### config.mk
export PLATFORM = sky130hd
export DESIGN_NAME = led_seq_ctrl
export DESIGN_NICKNAME = d
export VERILOG_FILES = /design/src/rtl/led_seq_pkg.sv /design/src/rtl/led_seq_ctrl_sync2.sv /design/src/rtl/led_seq_ctrl.sv
export SDC_FILE = /design/constraint.sdc
export NUM_CORES = 1
export LEC_CHECK = 0
export CAP_MARGIN = 20
export CORE_UTILIZATION = 43
export DETAILED_ROUTE_END_ITERATION = 8
export RECOVER_POWER = 100
export SETUP_SLACK_MARGIN = 0.02
export SLEW_MARGIN = 0
export SYNTH_ARGS = -nofsm -noshare
export SYNTH_HDL_FRONTEND = slang
export SYNTH_SLANG_ARGS = --single-unit
### constraint.sdc
create_clock -name clk1h -period 4.2 [get_ports clk1h]
set_clock_uncertainty 0.1 [all_clocks]
set_input_delay 0.42 -clock clk1h [delete_from_list [all_inputs] [get_ports clk1h]]
set_output_delay 0.42 -clock clk1h [all_outputs]
set_load 0.05 [all_outputs]
### src/rtl/led_seq_pkg.sv
// Shared encodings and LFSR helper for the LED pattern sequencer.
package led_seq_pkg;

    typedef enum logic [1:0] {
        MODE_UP   = 2'b00,
        MODE_DOWN = 2'b01,
        MODE_PP   = 2'b10,
        MODE_RAND = 2'b11
    } mode_e;

    typedef enum logic [1:0] {
        ST_IDLE = 2'd0,
        ST_RUN  = 2'd1,
        ST_HOLD = 2'd2
    } state_e;

    localparam int unsigned LFSR_W = 8;

    // Feedback taps at bits 7, 5, 4 and 3.
    localparam logic [LFSR_W-1:0] LFSR_TAPS = 8'hB8;

    // One Fibonacci step: shift left, feedback is the XOR of the tapped bits.
    function automatic logic [LFSR_W-1:0] lfsr_next(input logic [LFSR_W-1:0] l);
        return {l[LFSR_W-2:0], ^(l & LFSR_TAPS)};
    endfunction

endpackage

### src/rtl/led_seq_ctrl_sync2.sv
// Two-flop synchronizer for a bundle of asynchronous switch inputs.
module sync2 #(
    parameter int unsigned W = 1
) (
    input  logic         clk1h,
    input  logic         rst,
    input  logic [W-1:0] d,
    output logic [W-1:0] q
);

    logic [W-1:0] meta;

    // Two-stage capture into the clk1h domain.
    always_ff @(posedge clk1h or negedge rst) begin
        if (!rst) begin
            meta <= '0;
            q    <= '0;
        end else begin
            meta <= d;
            q    <= meta;
        end
    end

endmodule

### src/rtl/led_seq_ctrl.sv
// Mode-selectable index sequencer feeding the 3-to-8 LED decoder.
module led_seq_ctrl
    import led_seq_pkg::*;
#(
    parameter int unsigned       IDX_W     = 3,
    parameter int unsigned       DWELL_W   = 4,
    parameter logic [LFSR_W-1:0] LFSR_SEED = 8'h01
) (
    input  logic               clk1h,
    input  logic               rst,
    input  logic               run,
    input  logic               clr,
    input  logic [1:0]         mode,
    input  logic [DWELL_W-1:0] dwell,
    output logic [IDX_W-1:0]   idx,
    output logic               dir,
    output logic               wrap,
    output logic               active
);

    localparam logic [IDX_W-1:0] IDX_MAX = {IDX_W{1'b1}};

    logic [3:0]         sync_q;
    logic               run_s;
    logic               clr_s;
    mode_e              mode_s;
    mode_e              mode_d;

    state_e             state_q;
    state_e             state_nxt;

    logic [DWELL_W-1:0] cnt_q;
    logic [DWELL_W-1:0] dwell_q;

    logic [IDX_W-1:0]   idx_q;
    logic               dir_q;
    logic               wrap_q;
    logic               active_q;
    logic [LFSR_W-1:0]  lfsr_q;
    logic [IDX_W-1:0]   rcnt_q;

    logic               adv_c;
    logic               step_c;
    logic               start_c;
    logic               rand_enter_c;
    logic               pp_down_c;
    logic [IDX_W-1:0]   rcnt_base_c;
    logic [IDX_W-1:0]   idx_nxt;
    logic               dir_nxt;
    logic               wrap_nxt;
    logic [LFSR_W-1:0]  lfsr_nxt;
    logic [IDX_W-1:0]   rcnt_nxt;

    sync2 #(.W(4)) u_sync (
        .clk1h (clk1h),
        .rst   (rst),
        .d     ({mode, clr, run}),
        .q     (sync_q)
    );

    assign run_s  = sync_q[0];
    assign clr_s  = sync_q[1];
    assign mode_s = mode_e'(sync_q[3:2]);

    // State register.
    always_ff @(posedge clk1h or negedge rst) begin
        if (!rst) begin
            state_q <= ST_IDLE;
        end else begin
            state_q <= state_nxt;
        end
    end

    // Next-state logic; clear overrides everything and pins the FSM in IDLE.
    always_comb begin
        state_nxt = state_q;
        if (clr_s) begin
            state_nxt = ST_IDLE;
        end else begin
            case (state_q)
                ST_IDLE: if (run_s)  state_nxt = ST_RUN;
                ST_RUN:  if (!run_s) state_nxt = ST_HOLD;
                ST_HOLD: if (run_s)  state_nxt = ST_RUN;
                default:             state_nxt = ST_IDLE;
            endcase
        end
    end

    assign adv_c        = (state_q == ST_RUN) && run_s && !clr_s;
    assign step_c       = adv_c && (cnt_q == dwell_q);
    assign start_c      = (state_q == ST_IDLE) && (state_nxt == ST_RUN);
    assign rand_enter_c = (mode_s == MODE_RAND) && (mode_d != MODE_RAND);

    // Dwell counter; dwell is latched at run start and at each step boundary.
    always_ff @(posedge clk1h or negedge rst) begin
        if (!rst) begin
            cnt_q   <= '0;
            dwell_q <= '0;
        end else if (clr_s) begin
            cnt_q   <= '0;
        end else if (start_c || step_c) begin
            cnt_q   <= '0;
            dwell_q <= dwell;
        end else if (adv_c) begin
            cnt_q   <= cnt_q + DWELL_W'(1);
        end
    end

    // Previous synchronized mode, used to detect entry into random mode.
    always_ff @(posedge clk1h or negedge rst) begin
        if (!rst) begin
            mode_d <= MODE_UP;
        end else begin
            mode_d <= mode_s;
        end
    end

    // Step datapath: next index, direction, wrap pulse and LFSR per mode.
    always_comb begin
        idx_nxt     = idx_q;
        dir_nxt     = dir_q;
        wrap_nxt    = 1'b0;
        lfsr_nxt    = lfsr_q;
        pp_down_c   = dir_q;
        rcnt_base_c = rand_enter_c ? '0 : rcnt_q;
        rcnt_nxt    = rcnt_base_c;
        if (step_c) begin
            case (mode_s)
                MODE_UP: begin
                    idx_nxt  = idx_q + IDX_W'(1);
                    dir_nxt  = 1'b0;
                    wrap_nxt = (idx_q == IDX_MAX);
                end
                MODE_DOWN: begin
                    idx_nxt  = idx_q - IDX_W'(1);
                    dir_nxt  = 1'b1;
                    wrap_nxt = (idx_q == '0);
                end
                MODE_PP: begin
                    // Turn around if already parked at an end facing outward.
                    if (dir_q ? (idx_q == '0) : (idx_q == IDX_MAX)) begin
                        pp_down_c = ~dir_q;
                    end
                    idx_nxt = pp_down_c ? (idx_q - IDX_W'(1)) : (idx_q + IDX_W'(1));
                    dir_nxt = pp_down_c;
                    if ((idx_nxt == IDX_MAX) || (idx_nxt == '0)) begin
                        dir_nxt  = ~pp_down_c;
                        wrap_nxt = 1'b1;
                    end
                end
                MODE_RAND: begin
                    lfsr_nxt = lfsr_next(lfsr_q);
                    idx_nxt  = lfsr_nxt[IDX_W-1:0];
                    wrap_nxt = (rcnt_base_c == IDX_MAX);
                    rcnt_nxt = rcnt_base_c + IDX_W'(1);
                end
            endcase
        end
    end

    // Index, direction, wrap, LFSR and random-step counter registers.
    always_ff @(posedge clk1h or negedge rst) begin
        if (!rst) begin
            idx_q  <= '0;
            dir_q  <= 1'b0;
            wrap_q <= 1'b0;
            lfsr_q <= LFSR_SEED;
            rcnt_q <= '0;
        end else if (clr_s) begin
            idx_q  <= '0;
            dir_q  <= 1'b0;
            wrap_q <= 1'b0;
            lfsr_q <= LFSR_SEED;
            rcnt_q <= '0;
        end else begin
            idx_q  <= idx_nxt;
            dir_q  <= dir_nxt;
            wrap_q <= wrap_nxt;
            lfsr_q <= lfsr_nxt;
            rcnt_q <= rcnt_nxt;
        end
    end

    // Registered RUN indicator, aligned with the state register.
    always_ff @(posedge clk1h or negedge rst) begin
        if (!rst) begin
            active_q <= 1'b0;
        end else begin
            active_q <= (state_nxt == ST_RUN);
        end
    end

    assign idx    = idx_q;
    assign dir    = dir_q;
    assign wrap   = wrap_q;
    assign active = active_q;

endmodule

# Yosys cells after proc, flatten, opt, wreduce, memory -nomap -nowiden
# Cells that the tools add are included.
[word_totals] reg_bits=37 input_bits=10 out_inout_bits=6 wordCells=81
[classes] add_sub_neg=4 eq_ne=11 muxes=30 n_bitwise=3 n_reduce_logical=21
[ops] operator="8-bit two-way mux" count=3
[ops] operator="3-bit two-way mux" count=7
[ops] operator="4-bit two-way mux" count=3
[ops] operator="3-bit one-hot mux with 4 select lines" count=1
[ops] operator="1-bit two-way mux" count=10
[ops] operator="3-bit == test, second input constant" count=3
[ops] operator="8-bit parity" count=1
[ops] operator="3-bit by 1-bit adder with 3-bit output, second input constant" count=2
[ops] operator="2-bit by 1-bit == test with 1-bit output, second input constant" count=3
[ops] operator="2-bit == test, second input constant" count=3
[ops] operator="3-bit zero test" count=2
[ops] operator="2-bit two-way mux" count=3
[ops] operator="2-bit AND reduction" count=3
[ops] operator="1-bit logical AND" count=5
[ops] operator="4-bit by 1-bit adder with 4-bit output, second input constant" count=1
[ops] operator="4-bit == test" count=1
[ops] operator="2-bit zero test" count=2
[ops] operator="1-bit one-hot mux with 4 select lines" count=1
[ops] operator="2-bit one-hot mux with 2 select lines" count=1
[ops] operator="2-bit nonzero test" count=2
[ops] operator="4-bit nonzero test" count=1
[ops] operator="1-bit NOT" count=3
[ops] operator="1-bit one-hot mux with 3 select lines" count=1
[ops] operator="3-bit nonzero test" count=1
[ops] operator="other kinds (5)" count=6

# Depth between registers and ports, before layout
# Gate-level depths: netlist (run 1).
[depth] ltp_word=12 depth_mapped=8 depth_no_buf=7

# Modules after synthesis
# From an unflattened synthesis (run 1), not the netlist that was laid out.
[hier_totals] hier_cells=180 area_unflattened_um2=1914.3
[by_module_without_submodules] module="led_seq_ctrl" n_inst=1 cells_per_inst=172 area_per_inst_um2=1714.1 seq_area_each_um2=726.9
[by_module_without_submodules] module="sync2" n_inst=1 cells_per_inst=8 area_per_inst_um2=200.2 seq_area_each_um2=200.2

# Worst setup path after synthesis (run 1)
# OpenSTA, ideal clock, no wires.
[synth_path] kind="register to register" start="register idx_q[0], in the netlist idx[0]" end="register wrap_q, in the netlist wrap" setup_time_ps=104 arrival_ps=1938 required_ps=3996 slack_ps=2058 stages_incl_launch_ff=7 path_buffers=0 period_less_slack_ps=2142 path_cell_list="dfrtp_1 > ha_1 > or2_2 > a21oi_1 > nor3_1 > nand3b_1 > a221oi_1"
[synth_between] elab_chain_cells=12 elab_cells_between_ends=16 classes_between="2 x add/sub; 2 x eq/ne; 9 x mux; 3 x reduce/logical"
[synth_rtl] item="start: declaration" line="led_seq_ctrl.sv:35" text="logic [IDX_W-1:0] idx_q;"
[synth_rtl] item="start signal: assignment" line="led_seq_ctrl.sv:176" text="idx_q <= idx_nxt;"
[synth_rtl] item="3-bit == test / 3-bit zero test (equally long branches)" line="led_seq_ctrl.sv:132, led_seq_ctrl.sv:141, led_seq_ctrl.sv:137"
[synth_rtl] item="1-bit two-way mux (2 in a row)" line="led_seq_ctrl.sv:141" text="if (dir_q ? (idx_q == '0) : (idx_q == IDX_MAX)) begin"
[synth_rtl] item="1-bit two-way mux" line="led_seq_ctrl.sv:128" text="case (mode_s)"
[synth_rtl] item="1-bit two-way mux" line="led_seq_ctrl.sv:127" text="if (step_c) begin"
[synth_rtl] item="3-bit two-way mux" line="led_seq_ctrl.sv:144" text="idx_nxt = pp_down_c ? (idx_q - IDX_W'(1)) : (idx_q + IDX_W'(1));"
[synth_rtl] item="3-bit == test / 3-bit zero test (equally long branches)" line="led_seq_ctrl.sv:146" text="if ((idx_nxt == IDX_MAX) || (idx_nxt == '0)) begin"
[synth_rtl] item="1-bit logical OR" line="led_seq_ctrl.sv:146"
[synth_rtl] item="1-bit two-way mux" line="led_seq_ctrl.sv:146"
[synth_rtl] item="1-bit one-hot mux with 4 select lines (*)" line="led_seq_ctrl.sv:128"
[synth_rtl] item="1-bit two-way mux (*)" line="led_seq_ctrl.sv:127"
[synth_rtl] item="1-bit two-way mux (*)" line="led_seq_ctrl.sv:169" text="end else if (clr_s) begin"
[synth_rtl] item="end signal: assignment" line="led_seq_ctrl.sv:178" text="wrap_q <= wrap_nxt;"
[synth_rtl] item="end: declaration" line="led_seq_ctrl.sv:37" text="logic wrap_q;"
# Every way passes the cells marked *; elsewhere a longest branch is shown, timed or not. The select of a mux whose other input is x is not followed.
# A chain may end at the register's enable or synchronous reset.

# Worst setup path after layout (run 1)
[layout_path] start="register u_sync.q[1]" end="register lfsr_q[5]"
[layout_between] elab_chain_cells=5 elab_cells_between_ends=7 classes_between="1 x mux; 6 x reduce/logical"
[layout_rtl] item="start: declaration" line="led_seq_ctrl_sync2.sv:8" text="output logic [W-1:0] q"
[layout_rtl] item="start signal: assignment" line="led_seq_ctrl_sync2.sv:20" text="q <= meta;"
[layout_rtl] item="1-bit zero test" line="led_seq_ctrl.sv:89" text="assign adv_c = (state_q == ST_RUN) && run_s && !clr_s;"
[layout_rtl] item="1-bit logical AND" line="led_seq_ctrl.sv:89"
[layout_rtl] item="1-bit logical AND" line="led_seq_ctrl.sv:90" text="assign step_c = adv_c && (cnt_q == dwell_q);"
[layout_rtl] item="2-bit nonzero test (no source line)"
[layout_rtl] item="2-bit AND reduction (no source line)"
[layout_rtl] item="end signal: assignment" line="led_seq_ctrl.sv:179" text="lfsr_q <= lfsr_nxt;"
[layout_rtl] item="end: declaration" line="led_seq_ctrl.sv:39" text="logic [LFSR_W-1:0] lfsr_q;"
# Parallel ways exist; a longest one is shown, timed or not.

==> flow_summary.toml, run 1 <==
[worst_setup_path]
cp_slowest_cell = "dfrtp_1"
worst_path_most_repeated_cell = "nor2_1"
cpPeakStageDelay_ns = 0.63
crit_required_ns = 4.24
start_kind = "flop"
path_max_fanout = 21
worst_setup_path_end_kind = "flop"
crit_chain = "nand2b_1 -> nor2_1 -> nand4_1 -> mux2i_1 -> nor2_1"
worst-setup-path-type = "reg2reg"
cp.arrival_ns = 2.64

[drt]
avgViaCountPerCell = 5.47
routed_wl_um = 3910
drc = 0
first_pass_iters = 4
vias = 1395
avgRoutedWirePerCell_um = 15.3
ant_nets = 0
drt_iter0_drc = 60

[power_and_ir_drop]
p_total_uw = 689
pwr-share-comb_pct = 9.9
p_leak_nw = 1.05
peakVddDrop_uv = 206
power_frac_seq_pct = 56.0
pwr-share-clk_pct = 34.1
power_report.internal_total_uw = 516
switching_share_pct = 25.2
power_switching_uw = 174
powerDensity_nw_per_um2 = 314

[clock_network]
root_buffer = "clkbuf_8"
clk_path_buf_depth = 2
clkTransAtPathRegs_ns = 0.07
cts_tree = "done"
insertion_delay_ns = 0.28
ctsHoldBuffers = 0
numClockSinks = 37
cts_setup_buffers = 0
cts_max_level = 2
post_cts_resized = 0
numCtsBuffers = 5

[yosys]
yosysMostFrequentCell = "dfrtp_1"
synth_area_leaders = "dfrtp_1 45%, ha_1 7.6%, xor2_1 3.1%"
synth_edf_count = 0
netlist_top_cells_count = "36 x dfrtp_1, 13 x nor2_1, 12 x a21oi_1, 12 x ha_1, 11 x nand2_1"
ys_ff_latch = 37
synth_top_area_share_pct = 45.4
yosys_warnings = 0
syn_inst = 186
synth.largest_area_cell = "dfrtp_1"
synth_flop_cell = "dfrtp_1"
seq_area_frac_synth_pct = 46.7
async_flop_share_pct = 100
netlist_area_um2 = 1990
syn_nets = 208
ys_types = 45
syn_area_per_cell_um2 = 10.7

[sta]
setup_tns_ns = 0
timing.final.crit_share_pct = 61.9
setup_ws_ns = 1.60
rsz0062_at_grt = "false"
max_slew_margin_pct = -31.8
tightest_slew_ns = 1.98
period_needed_ns = 2.60
hold_violations = 0
max_freq_mhz = 385
slew_violations = 38
whs_ns = 0.250
finalSetupViolations = 0

[floorplanning]
die_w_um = 70.0
io_pins = 16
die_area_um2 = 4890
start_util_pct = 45.3
num_rows = 24
die_y_um = 70.0
core_area_um2 = 4380

[finish]
utilization_pct = 50.0
drive_gt1_share_pct = 6.90
fin_nets = 224
finalNonFillerCells = 255
postLayoutCellArea_um2 = 2190
syn_to_final_growth_pct = 10.4
antenna_cells = 0

[global_route]
antenna_found_initial = 0
grt_max_degree = 38
track_usage_pct = 17.2
grt_first_pass_wirelength_um = 6670
grt_overflow = 0
grt_pass1_vias = 1453

[placement]
preCtsSetupSlack_ns = 1.87
placed_area_um2 = 2160
hpwlAfterDp_um = 2700
routabilityCongestion = 0.872
io_buffers = 15
dp.cells = 247

[outcome]
violations = "capacitance limit, slew limit"
status = "finished with violations"

[run]
max_cap_violations = 1

[hold_path]
hold_class = "reg2reg"
worst max-delay path: cells and delay by family, from the launching register on:
kind | cells | cell delay [ns]
multiplexers | 1 | 0.35
AND/OR/NAND/NOR | 4 | 1.37
flip-flops | 1 | 0.63
registers in the layout, summed over array words and instances, names as in the netlist:
register     count
cnt_q            4
state_q          2
rcnt_q           3
mode_d           2
u_sync.q         4
active           1
idx              3
u_sync.meta      4
dwell_q          4
lfsr_q           8
dir              1
wrap             1
layer usage:
layer	vias to the layer above	global-route usage, %	routed length, um
met5	-	0	0
met4	0	4.00	17
met3	2	4.91	155
met2	26	29.0	1960
met1	683	22.0	1780
li1	684	-	-
final cells by class:
cell class                 count  area, um2
clock inverter                 2       10.0
timing repair buffer          16        154
fill                         410       2190
tap                           52       65.1
inverter                       9       33.8
sequential                    37        927
clock buffer                   6       72.6
multi-input combinational    133        930
cell usage in the layout (no fill, tap or decap), types with 2 or more instances in the layout:
cell type,netlist,routed
dfrtp_1,36,36
nor2_1,13,14
a21oi_1,12,12
ha_1,12,12
nand2_1,11,11
dlygate4sd3_1,0,11
inv_1,9,9
nor2b_1,9,9
nand3_1,9,9
xor2_1,7,7
o21ai_0,4,7
nor3_1,6,6
clkbuf_8,1,5
xnor2_1,4,4
mux2i_1,4,4
clkdlybuf4s50_1,0,4
and3_1,3,3
nand3b_1,3,3
mux2_1,0,3
a31oi_1,3,3
nand2b_1,1,2
a221oi_1,2,2
a21o_1,2,2
o311a_1,2,2
or3_1,2,2
clkbuf_1,1,2
clkinv_2,0,2
cell families (layout without fill, tap and decap cells):
family | count (synthesis) | count (layout) | share of synthesized area (%)
compound gates | 34 | 34 | 11.0
xor+xnor | 11 | 11 | 4.85
fa+ha+maj | 12 | 12 | 7.56
buf+inv | 16 | 33 | 3.97
flops | 37 | 37 | 46.7
mux | 9 | 9 | 5.61
simple gates | 67 | 67 | 20.4
power by group through the flow:
stage | clock network (mW) | logic (mW) | registers (mW)
after floorplan | 0 | 0.0548 | 0.389
after global placement | 0 | 0.0759 | 0.393
after detailed placement | 0 | 0.0790 | 0.393
after CTS | 0.244 | 0.0793 | 0.387
after global routing | 0.261 | 0.0759 | 0.388
final | 0.235 | 0.0681 | 0.386
worst paths after layout:
check                                    startpoint                     to  slack (ns)  cells after the start
setup / recovery              u_sync.q[1]$_DFF_PN0_  lfsr_q[5]$_DFFE_PN0P_        1.60                      5
hold / removal             u_sync.meta[3]$_DFF_PN0_  u_sync.q[3]$_DFF_PN0_        0.25                      0
setup reg to reg              u_sync.q[1]$_DFF_PN0_  lfsr_q[5]$_DFFE_PN0P_        1.60                      5
hold reg to reg            u_sync.meta[3]$_DFF_PN0_  u_sync.q[3]$_DFF_PN0_        0.25                      0
max in group asynchronous                       rst        dir$_DFFE_PN0P_        1.74                      2
min in group asynchronous                       rst     idx[0]$_DFFE_PN0P_        1.12                      2
(Power assumes the default switching activity.)
==> inputs of run 2 (changes only) <==
Clock period 4.2 ns to 2.7 ns, I/O delays scaled along.
==> flow_summary.toml, run 2 (same netlist as run 1, synthesis figures left out) <==
[clock_network]
ctsHoldBuffers = 0
root_buffer = "clkbuf_8"
post_cts_resized = 0
clkTransAtPathRegs_ns = 0.08
numClockSinks = 37
cts_tree = "done"
clk_path_buf_depth = 2
numCtsBuffers = 5
cts_setup_buffers = 0
insertion_delay_ns = 0.29
cts_max_level = 2

[worst_setup_path]
critPathBufInv = 0
path_max_fanout = 5
start_kind = "flop"
cpLargestDelayFamily = "simple AND/OR/NAND/NOR gates"
cp_slowest_cell = "nor4_1"
cp.arrival_ns = 2.36
worst_setup_path_end_kind = "flop"
ff2ff_setup_slack_ns = 0.41
worst-setup-path-type = "reg2reg"
crit_required_ns = 2.77
cpPeakStageDelay_ns = 0.66
crit_chain = "xor2_1 -> nor4_1 -> nor2b_1 -> nand2b_4 -> mux2_1"

[power_and_ir_drop]
power_switching_uw = 281
powerDensity_nw_per_um2 = 532
switching_share_pct = 23.3
pwr-share-clk_pct = 41.7
power_report.internal_total_uw = 925
peakVddDrop_uv = 318
p_leak_nw = 1.09
power_frac_seq_pct = 49.5
pwr-share-comb_pct = 8.8

[placement]
io_buffers = 15
routabilityCongestion = 0.982
hpwlAfterDp_um = 2620
placed_area_um2 = 2180
preCtsSetupSlack_ns = 0.642

[floorplanning]
core_area_um2 = 4380
num_rows = 24
start_util_pct = 45.3
die_area_um2 = 4890
die_w_um = 70.0
die_y_um = 70.0
io_pins = 16

[finish]
multi_input_area_um2 = 951
postLayoutCellArea_um2 = 2270
antenna_cells = 0
final_cell_mix = "36 x dfrtp_1, 13 x nor2_1, 12 x a21oi_1, 12 x ha_1"
fillers = 391
regMostFlops = "lfsr_q"
seq_area_um2 = 927
fin_nets = 226
drive_gt1_share_pct = 9.27
utilization_pct = 51.7
final_common_cell = "dfrtp_1"
syn_to_final_growth_pct = 14.2
largest_reg_flops = 8

[drt]
vias = 1423
ant_nets = 0
avgViaCountPerCell = 5.54
routed_wl_um = 3660
drc = 0
first_pass_iters = 4
drt_iter0_drc = 110
avgRoutedWirePerCell_um = 14.2

[global_route]
grt_pass1_vias = 1411
grt_max_degree = 38
track_usage_pct = 16.8
grt_first_pass_wirelength_um = 6420
antenna_found_initial = 0
grt_overflow = 0

[sta]
max_slew_margin_pct = 40.2
period_needed_ns = 2.29
finalSetupViolations = 0
hold_violations = 0
tightest_slew_ns = 0.897
setup_tns_ns = 0
whs_ns = 0.244
setup_ws_ns = 0.408
max_freq_mhz = 436
slew_violations = 0
timing.final.crit_share_pct = 84.9
rsz0062_at_grt = "false"

[hold_path]
hold_class = "reg2reg"

[run]
max_cap_violations = 0

[outcome]
status = "finished, final reports clean"
run 2: path summary, 6_finish.rpt:
| check | from | end | depth (start not counted) |
|---|---|---|---|
| worst max-delay path | cnt_q[2]$_DFFE_PN0P_ | dwell_q[1]$_DFFE_PN0P_ | 5 |
| worst min-delay path | u_sync.meta[0]$_DFF_PN0_ | u_sync.q[0]$_DFF_PN0_ | 0 |
| worst max register to register | cnt_q[2]$_DFFE_PN0P_ | dwell_q[1]$_DFFE_PN0P_ | 5 |
| worst min register to register | u_sync.meta[0]$_DFF_PN0_ | u_sync.q[0]$_DFF_PN0_ | 0 |
| max in group asynchronous | rst | u_sync.meta[2]$_DFF_PN0_ | 2 |
| min in group asynchronous | rst | lfsr_q[1]$_DFFE_PN0P_ | 2 |
run 2: area by class of cell:
type	count	area share, %
Timing Repair Buffer	18	7.51
Multi-Input combinational cell	133	41.9
Clock buffer	6	3.64
Clock inverter	2	1.66
Sequential cell	37	40.9
Inverter	9	1.49
Tap cell	52	2.87
run 2: power groups by stage:
stage	combinational [mW]	sequential (mW)	clock [mW]
final	0.106	0.596	0.503
after global routing	0.119	0.600	0.540
after CTS	0.128	0.597	0.522
after detailed placement	0.129	0.607	0
after global placement	0.125	0.607	0
after floorplan	0.0853	0.605	0
run 2: through the flow:
| stage | instances | power (mW) |
|---|---|---|
| detailed placement | 249 | 0.736 |
| finish | 257 | 1.21 |
| CTS | 257 | 1.25 |
| global route | 257 | 1.26 |
| global placement | 249 | 0.732 |
| floorplan | 186 | 0.690 |
run 2: metal layers:
layer | up-vias | part of all wire (%) | GRT usage (%)
met3 | 7 | 3.3 | 4.47
met5 | - | 0 | 0
met2 | 28 | 48 | 27.5
met4 | 0 | 2.1 | 8.67
met1 | 709 | 47 | 20.4
li1 | 679 | - | -
